### src/rtl/stswi_debounce_pkg.sv
// Shared constants and helpers for the slide-switch conditioner.
// Latency: n/a (declarations only).
// Backpressure: n/a (no flow control; switch events are fire-and-forget).
package stswi_debounce_pkg;

    // 1 ms of stability at the 50 MHz board clock.
    localparam int CNT_MAX_BOARD   = 50000;
    // Short stability window so simulations finish quickly.
    localparam int CNT_MAX_SIM     = 4;
    // Default synchronizer depth and line count.
    localparam int SYNC_STAGES_DEF = 2;
    localparam int NUM_SW_DEF      = 2;

    // Per-line conditioned outputs, bundled so the top can fan them out.
    typedef struct packed {
        logic level;
        logic rise;
        logic fall;
    } sw_evt_t;

    // Ceiling log2; clog2(1) is 0.
    function automatic int clog2(input int value);
        int r;
        int v;
        r = 0;
        v = value - 1;
        while (v > 0) begin
            r = r + 1;
            v = v >> 1;
        end
        return r;
    endfunction

    // Stability counter width: enough to hold CNT_MAX-1, never below 1 bit.
    function automatic int cnt_width(input int cnt_max);
        int w;
        w = clog2(cnt_max);
        return (w < 1) ? 1 : w;
    endfunction

endpackage

### src/rtl/stswi_debounce_bit.sv
// Single-line switch conditioner: synchronizer, stability counter, level and edge pulses.
// Latency: SYNC_STAGES + CNT_MAX edges from first sampling edge to new level/pulse.
// Backpressure: none; pulses are single-cycle and must be consumed when asserted.
module stswi_debounce_bit
    import stswi_debounce_pkg::*;
#(
    parameter int CNT_MAX     = CNT_MAX_BOARD,
    parameter int SYNC_STAGES = SYNC_STAGES_DEF
) (
    input  logic    clk,
    input  logic    rst_n,
    input  logic    sw_raw,
    output sw_evt_t sw_evt
);

    localparam int            CW       = cnt_width(CNT_MAX);
    // Count value on which a still-differing input is accepted.
    localparam logic [CW-1:0] CNT_LAST = CW'(CNT_MAX - 1);

    logic [SYNC_STAGES-1:0] syn_q;
    logic [SYNC_STAGES-1:0] syn_d;
    logic                   syn;
    logic [CW-1:0]          cnt_q;
    logic [CW-1:0]          cnt_d;
    logic                   level_q;
    logic                   level_d;
    logic                   rise_q;
    logic                   rise_d;
    logic                   fall_q;
    logic                   fall_d;

    // Plain shift chain; nothing but flops sits ahead of the last stage.
    always_comb begin
        syn_d = {syn_q[SYNC_STAGES-2:0], sw_raw};
    end

    assign syn = syn_q[SYNC_STAGES-1];

    // Stability counter: runs only while the synchronized input disagrees
    // with the accepted level; any agreeing cycle drops back to zero, which
    // is how glitches shorter than CNT_MAX are discarded without a pulse.
    always_comb begin
        level_d = level_q;
        cnt_d   = '0;
        rise_d  = 1'b0;
        fall_d  = 1'b0;
        if (syn != level_q) begin
            if (cnt_q == CNT_LAST) begin
                // Accept: new level and its edge pulse land on the same edge.
                level_d = syn;
                rise_d  = syn;
                fall_d  = ~syn;
            end else begin
                cnt_d = cnt_q + CW'(1);
            end
        end
    end

    // State and registered outputs; everything clears at once on reset.
    always_ff @(posedge clk or negedge rst_n) begin
        if (!rst_n) begin
            syn_q   <= '0;
            cnt_q   <= '0;
            level_q <= 1'b0;
            rise_q  <= 1'b0;
            fall_q  <= 1'b0;
        end else begin
            syn_q   <= syn_d;
            cnt_q   <= cnt_d;
            level_q <= level_d;
            rise_q  <= rise_d;
            fall_q  <= fall_d;
        end
    end

    assign sw_evt.level = level_q;
    assign sw_evt.rise  = rise_q;
    assign sw_evt.fall  = fall_q;

endmodule

### src/rtl/stswi_debounce.sv
// Slide-switch conditioner: NUM_SW independent debounced lines plus an any-event flag.
// Latency: SYNC_STAGES + CNT_MAX edges from first sampling edge to level/pulse.
// Backpressure: none; rise/fall/any are single-cycle pulses, level is a steady output.
module stswi_debounce
    import stswi_debounce_pkg::*;
#(
    parameter int NUM_SW      = NUM_SW_DEF,
    parameter int CNT_MAX     = CNT_MAX_BOARD,
    parameter int SYNC_STAGES = SYNC_STAGES_DEF
) (
    input  logic              clk,
    input  logic              rst_n,
    input  logic [NUM_SW-1:0] stswi,
    output logic [NUM_SW-1:0] sw_level,
    output logic [NUM_SW-1:0] sw_rise,
    output logic [NUM_SW-1:0] sw_fall,
    output logic              sw_any
);

    sw_evt_t line_evt [NUM_SW];

    // One fully independent conditioner per switch line.
    for (genvar i = 0; i < NUM_SW; i++) begin : g_line
        stswi_debounce_bit #(
            .CNT_MAX     (CNT_MAX),
            .SYNC_STAGES (SYNC_STAGES)
        ) u_bit (
            .clk    (clk),
            .rst_n  (rst_n),
            .sw_raw (stswi[i]),
            .sw_evt (line_evt[i])
        );

        assign sw_level[i] = line_evt[i].level;
        assign sw_rise[i]  = line_evt[i].rise;
        assign sw_fall[i]  = line_evt[i].fall;
    end

    // OR of registered pulses, so it is aligned with them and glitch-free.
    assign sw_any = |(sw_rise | sw_fall);

endmodule
### config.mk
export PLATFORM = sky130hd
export DESIGN_NAME = stswi_debounce
export DESIGN_NICKNAME = d
export VERILOG_FILES = /design/src/rtl/stswi_debounce_pkg.sv /design/src/rtl/stswi_debounce_bit.sv /design/src/rtl/stswi_debounce.sv
export SDC_FILE = /design/constraint.sdc
export NUM_CORES = 1
export LEC_CHECK = 0
export CAP_MARGIN = 30
export CORE_UTILIZATION = 45
export CTS_CLUSTER_SIZE = 28
export DETAILED_ROUTE_END_ITERATION = 8
export PLACE_DENSITY = 0.73
export SYNTH_ARGS = -nofsm -noshare
export SYNTH_HDL_FRONTEND = slang
export SYNTH_SLANG_ARGS = --single-unit
### constraint.sdc
create_clock -name clk -period 2.7 [get_ports clk]
set_clock_uncertainty 0.15 [all_clocks]
set_input_delay 0.54 -clock clk [delete_from_list [all_inputs] [get_ports clk]]
set_output_delay 0.54 -clock clk [all_outputs]
set_load 0.01 [all_outputs]
==> results of run 1 <==
## final cells by class
class,count,share of cell area
sequential,42,0.484
timing repair buffer,12,0.0507
inverter,3,0.00519
clock buffer,8,0.0507
tap,50,0.0288
multi-input combinational,131,0.380
## through the flow
step | util | total power, mW | hold WS, ns | cells
global placement | 0.504 | 0.700 | 0.187 | 238
detailed placement | 0.504 | 0.700 | 0.186 | 238
finish | 0.531 | 1.15 | 0.0472 | 246
CTS | 0.531 | 1.16 | 0.0636 | 246
floorplan | - | 0.679 | 0.0944 | 185
global route | 0.531 | 1.19 | 0.0804 | 246
## how the worst min path moves through the flow
stage | to | slack (ns) | depth (start not counted)
floorplan | g_line[0].u_bit.cnt_q[0] | 0.09 | 0
global placement | g_line[1].u_bit.syn_q[1] | 0.19 | 0
detailed placement | g_line[1].u_bit.syn_q[1] | 0.19 | 0
CTS | g_line[1].u_bit.cnt_q[9] | 0.06 | 1
global route | g_line[0].u_bit.level_q | 0.08 | 1
finish | g_line[1].u_bit.cnt_q[9] | 0.05 | 1
## sequential cells by signal, indices dropped and copies added (netlist names)
name                  flops
g_line.u_bit.level_q      2
g_line.u_bit.syn_q        4
g_line.u_bit.fall_q       2
g_line.u_bit.cnt_q       32
g_line.u_bit.rise_q       2
## metal layers
metal	wire length (um)	vias to the layer above	share of wire
met5	0	-	0
met4	51	0	0.016
met3	145	5	0.044
met2	1520	38	0.47
met1	1550	647	0.47
li1	-	643	-
## cell usage in the layout (no fill, tap or decap), types with 3 or more instances in the layout
master / n
dfrtp_1: 42
nor2_1: 35
xnor2_1: 23
nand2_1: 11
nand3_1: 10
nand4_1: 9
clkdlybuf4s50_1: 9
clkbuf_8: 8
nor4_1: 7
xor2_1: 6
nor3_1: 6
nor3b_1: 4
inv_1: 3
## critical path, cell delays in order, from the launching register on
cell and delay, ns:
dfrtp_1 0.38, or4_1 0.51, clkdlybuf4s50_1 0.48
## logic make-up (layout without fill, tap and decap cells)
kind of cell | count (synthesis) | after routing | synth area share
multiplexers | 2 | 2 | 0.0135
AO/OA/AOI/OAI | 2 | 2 | 0.00641
buffers and inverters | 12 | 23 | 0.0385
flip-flops | 42 | 42 | 0.538
XOR/XNOR | 29 | 29 | 0.130
AND/OR/NAND/NOR | 96 | 96 | 0.260
adder cells (fa/ha/maj) | 2 | 2 | 0.0128
## power by group
group	internal, mW	total [mW]	leakage (nW)	switching [mW]
combinational	0.0128	0.0376	0.239	0.0248
sequential	0.639	0.649	0.573	0.00993
clock	0.258	0.459	0.0575	0.201
==> flow_summary_export.csv, run 1 <==
group,metric,value,unit
timing,finalHoldViolations,0,
synthesis,synth.avg_cell_area,10.6,um2
critical_path,startpoint,"g_line[0].u_bit.fall_q",
critical_path,crit_fanout,2,
cts,cts_sinks,42,
place,place_hpwl,2180,um
synthesis,ys_seq_elements,42,
critical_path,r2r_cells,3,
layout,fillers,358,
layout,fin_area,2170,um2
global_routing,antenna_found_initial,0,
synthesis,syn-cell-area,1950,um2
routing,routed_wirelength,3270,um
global_routing,overflow,0,
global_routing,met1_usage,0.230,
global_routing,grt_pass1_vias,1266,
critical_path,worstReg2RegEnd,"g_line[1].u_bit.level_q",
routing,drt_first_pass_iters,4,
synthesis,synthTopCellsByArea,"dfrtp_1 54%, xnor2_1 10%, nor2_1 6.7%, nand4_1 2.9%, xor2_1 2.7%",
synthesis,ys_types,30,
routing,drt_iter0_drc,109,
synthesis,synthCells,185,
layout,area_growth,11.2,%
floorplan,start_util,0.478,
power,ir_drop,0.182,mV
synthesis,yosys_warnings,0,
global_routing,grt_max_degree,23,
synthesis,synth_top_flop_cell,"dfrtp_1",
routing,wire_per_inst,13.3,um
floorplan,die_w,67.9,um
layout,num_antenna_cells,0,
layout,seqCellArea,1050,um2
power,p_leak,0.869,nW
place,place.gp.congestion,0.889,
cts,cts_setup_buffers,0,
synthesis,synth_common_cells,"42 x dfrtp_1, 35 x nor2_1, 23 x xnor2_1",
timing,final_max_slew_viol_count,0,
routing,ant_nets,0,
place,placed_area,2060,um2
timing,fmax,427,MHz
cts,cts_buffers,5,
place,portBuffers,10,
floorplan,die_area,4600,um2
global_routing,met3_usage,0.0450,
synthesis,synth_seq_area_share,0.538,
critical_path,startpoint_type,"flop",
layout,drive_gt1_frac,0.0918,
place,place_ws,0.624,ns
routing,vias,1333,
cts,clockBufferDepth,2,
global_routing,top_usage_layer,"met2",
timing,rsz0062_at_grt,"false",
synthesis,postSynth.asyncResetShare,1.00,
synthesis,synth_top_cell_area_share,0.538,
synthesis,synthesis.nets,191,
timing,worstMarginPinSlew,0.482,ns
floorplan,die_y,67.9,um
floorplan,core_region_area,4090,um2
floorplan,rows,23,
layout,fin_nets,201,
synthesis,synth_edf_count,0,
global_routing,grt.total_usage,0.171,
cts,insertion_delay,0.29,ns
routing,vias_per_cell,5.42,
outcome,status,"complete, no violations",
synthesis,yosys.area.top_type,"dfrtp_1",
flow_run,maxCapViolCount,0,
critical_path,r2r_start,"g_line[1].u_bit.cnt_q[4]",
cts,htree_num_levels,2,
critical_path,end_kind,"output port",
cts,cts_hold_buf,0,
hold_path,hp-class,"in2async",
power,powerDensity,528,nW/um2
floorplan,io_pins,11,
routing,post-route-drc-count,0,
critical_path,required,2.01,ns
cts,ctsResizeCount,0,
critical_path,arrival,1.65,ns
critical_path,regToRegSetupSlack,0.60,ns
cts,clkTransAtPathRegs,0.08,ns
cts,tritoncts,"done",
timing,period_share,0.868,
cts,cts_root_buf,"clkbuf_8",
timing,worst_slack,0.357,ns
timing,setup_tns,0,ns
timing,slew_headroom,0.679,
layout,multi_input_area,826,um2
critical_path,critPathCapture,"sw_any",
synthesis,synth.most_common_cell,"dfrtp_1",
critical_path,worstSetupPathType,"reg2out",
global_routing,met2_usage,0.252,
timing,post-route-min-period,2.34,ns
global_routing,grt_pass1_wl,5660,um
timing,setup_violations,0,
Note: power is estimated with default switching activity, not from simulation.
==> run 2, diff against run 1 <==
SETUP_SLACK_MARGIN = 0.05   (was default)
==> results of run 2 <==
The final DEF is identical to that of run 1; final timing and power are the same.
==> run 3, diff against run 2 <==
SKIP_CTS_REPAIR_TIMING = 1   (was default)
==> results of run 3 <==
The final DEF is identical to that of run 1; final timing and power are the same.
==> edit (flow settings as in run 2) <==
Set the package constant `CNT_MAX_BOARD` to 25000 (it was 50000).
--- a/src/rtl/stswi_debounce_pkg.sv
+++ b/src/rtl/stswi_debounce_pkg.sv
@@ -6,3 +6,3 @@
     // 1 ms of stability at the 50 MHz board clock.
-    localparam int CNT_MAX_BOARD   = 50000;
+    localparam int CNT_MAX_BOARD   = 25000;
     // Short stability window so simulations finish quickly.
Formal check against the unedited RTL: same outputs for any inputs over 10 cycles, from zero or initial values and one cycle with rst_n low; that may be too few to reach the edited logic, so the function may still have changed.
==> edit against run 2 <==
Register-to-register slack got worse by 0.05 ns; area after synthesis shrank 6.2%; routed wire length down 6.5%; design area is 7.1% lower; power is 8.0% lower; clock power decreased by 13%; synthesized cell count is 8.6% lower; critical path depth stayed put; sequential cell count fell by 2; sequential share of layout area is 1.2 points higher; cell count is 7.7% lower; worst setup slack improved by 0.0063 ns; largest cell class unchanged.
==> edit: results <==
run_status:
  status: "complete, no violations"
place:
  dp_cells: 219
  portBuffers: 10
  dp_hpwl_mm: 2.14
  gp_congestion: 0.925
yosys:
  ys_top_cells_by_count: "dfrtp_1 (40), nor2_1 (34), xnor2_1 (16)"
  yosysSeqAreaShare_pct: 54.6
  yosysWarningCount: 0
  synthTopCellsByArea: "dfrtp_1 (55%), xnor2_1 (7.7%), nor2_1 (7.0%), xor2_1 (5.7%), nand3_1 (2.7%)"
  async_flop_share_pct: 100
  synth_cell_type_count: 27
  syn_avg_cell_area_um2: 10.8
  synth_ff_type: "dfrtp_1"
power:
  intPower_uw: 830
  pwr-share-seq_pct: 58.8
  irDropWorstVdd_v: 0.000174
  p_leak_nw: 0.856
detailed_routing:
  wire_per_inst_um: 13.5
  drt_iter0_drc: 109
  via_count: 1220
  firstDrtPassIters: 4
  viasPerCell: 5.37
cts:
  cts-root-buf: "clkbuf_8"
  post_cts_resized: 0
  insertion_delay_ns: 0.29
  htreeDepth: 2
  clock_path_buffers: 2
  cts_buffers: 5
  post-cts-setup-buffers: 0
  clk_pin_slew_ns: 0.07
cells_and_area:
  antenna_cells: 0
  drive_gt1_share_pct: 7.82
  fin_nets: 184
  reg_top3: "g_line.u_bit.cnt_q (30), g_line.u_bit.syn_q (4)"
  fillers: 320
critical_path:
  cp_slowest_stage_delay_ns: 0.51
  critPathSlowestCell: "or4_1"
  critPathMaxFanout: 2
  cp_data_arrival_time_ns: 1.65
grt:
  grt_pass1_wl_mm: 5.42
  gr-usage-all-layers_pct: 16.7
  antenna_found_initial: 0
  grt_max_degree: 41
sta:
  worst_pin_slew_ns: 0.836
worst_hold_path:
  hold_class: "in2async"
[edit: cell types whose count changed in the layout (fill, tap and decap cells not counted), moves of 4 or more]
| cell | before | now |
|---|---|---|
| and4_1 | 0 | 4 |
| nand2_1 | 11 | 6 |
| nor4_1 | 7 | 2 |
| xnor2_1 | 23 | 16 |
| xor2_1 | 6 | 12 |
[edit: power by group through the flow]
stage | Clock (mW) | Combinational, mW | Sequential [mW]
finish | 0.398 | 0.0363 | 0.620
global route | 0.444 | 0.0423 | 0.621
CTS | 0.409 | 0.0377 | 0.620
detailed placement | 0 | 0.0373 | 0.631
global placement | 0 | 0.0355 | 0.630
floorplan | 0 | 0.0194 | 0.628
[edit: path summary, 6_finish.rpt]
path,start,endpoint,slack [ns],cells past startpoint
setup / recovery,g_line[0].u_bit.fall_q,sw_any,0.36,2
hold / removal,rst_n,g_line[1].u_bit.cnt_q[7],0.20,1
setup reg to reg,g_line[1].u_bit.cnt_q[3],g_line[1].u_bit.level_q,0.55,3
hold reg to reg,g_line[0].u_bit.syn_q[0],g_line[0].u_bit.syn_q[1],0.21,0
max in group asynchronous,rst_n,g_line[0].u_bit.cnt_q[4],1.68,1
min in group clk,g_line[0].u_bit.syn_q[0],g_line[0].u_bit.syn_q[1],0.21,0
[edit: worst max-delay path: cells and delay by family (launching register included)]
family | cells | cell delay, ns
flops | 1 | 0.37
simple gates | 1 | 0.51
buf+inv | 1 | 0.48
[edit: layer usage]
layer / vias up / part of all wire [%] / GRT usage (%)
met2: 29 / 47 / 26.8
met4: 0 / 0.72 / 5.71
met3: 4 / 5.5 / 5.17
li1: 590 / - / -
met1: 597 / 46 / 21.3
met5: - / 0 / 0
[edit: logic make-up (layout without fill, tap and decap cells)]
kind of cell  after synthesis  in the layout  synth area share, %
buf+inv                    10             20                 3.69
fa+ha+maj                   2              2                 1.37
flops                      40             40                 54.6
mux                         2              2                 1.43
xor+xnor                   28             28                 13.4
simple gates               87             87                 25.5
[edit: metrics by stage]
stage                     total power, mW  hold slack, ns  setup WS (ns)  utilization [%]  instance area (µm²)
after global routing                 1.11           0.230          0.287             53.5                 2020
after detailed placement            0.668           0.196          0.557             51.1                 1930
after global placement              0.666           0.192          0.608             51.1                 1930
after CTS                            1.07           0.223          0.351             53.5                 2020
after floorplan                     0.648          0.0944          0.636                -                 1830
final                                1.05           0.199          0.363             53.5                 2020
[edit: area by class of cell]
| type | instances | share of cell area, % |
|---|---|---|
| tap | 48 | 2.98 |
| timing repair buffer | 10 | 4.71 |
| sequential | 40 | 49.6 |
| clock buffer | 8 | 4.47 |
| multi-input combinational | 119 | 37.8 |
| inverter | 2 | 0.372 |
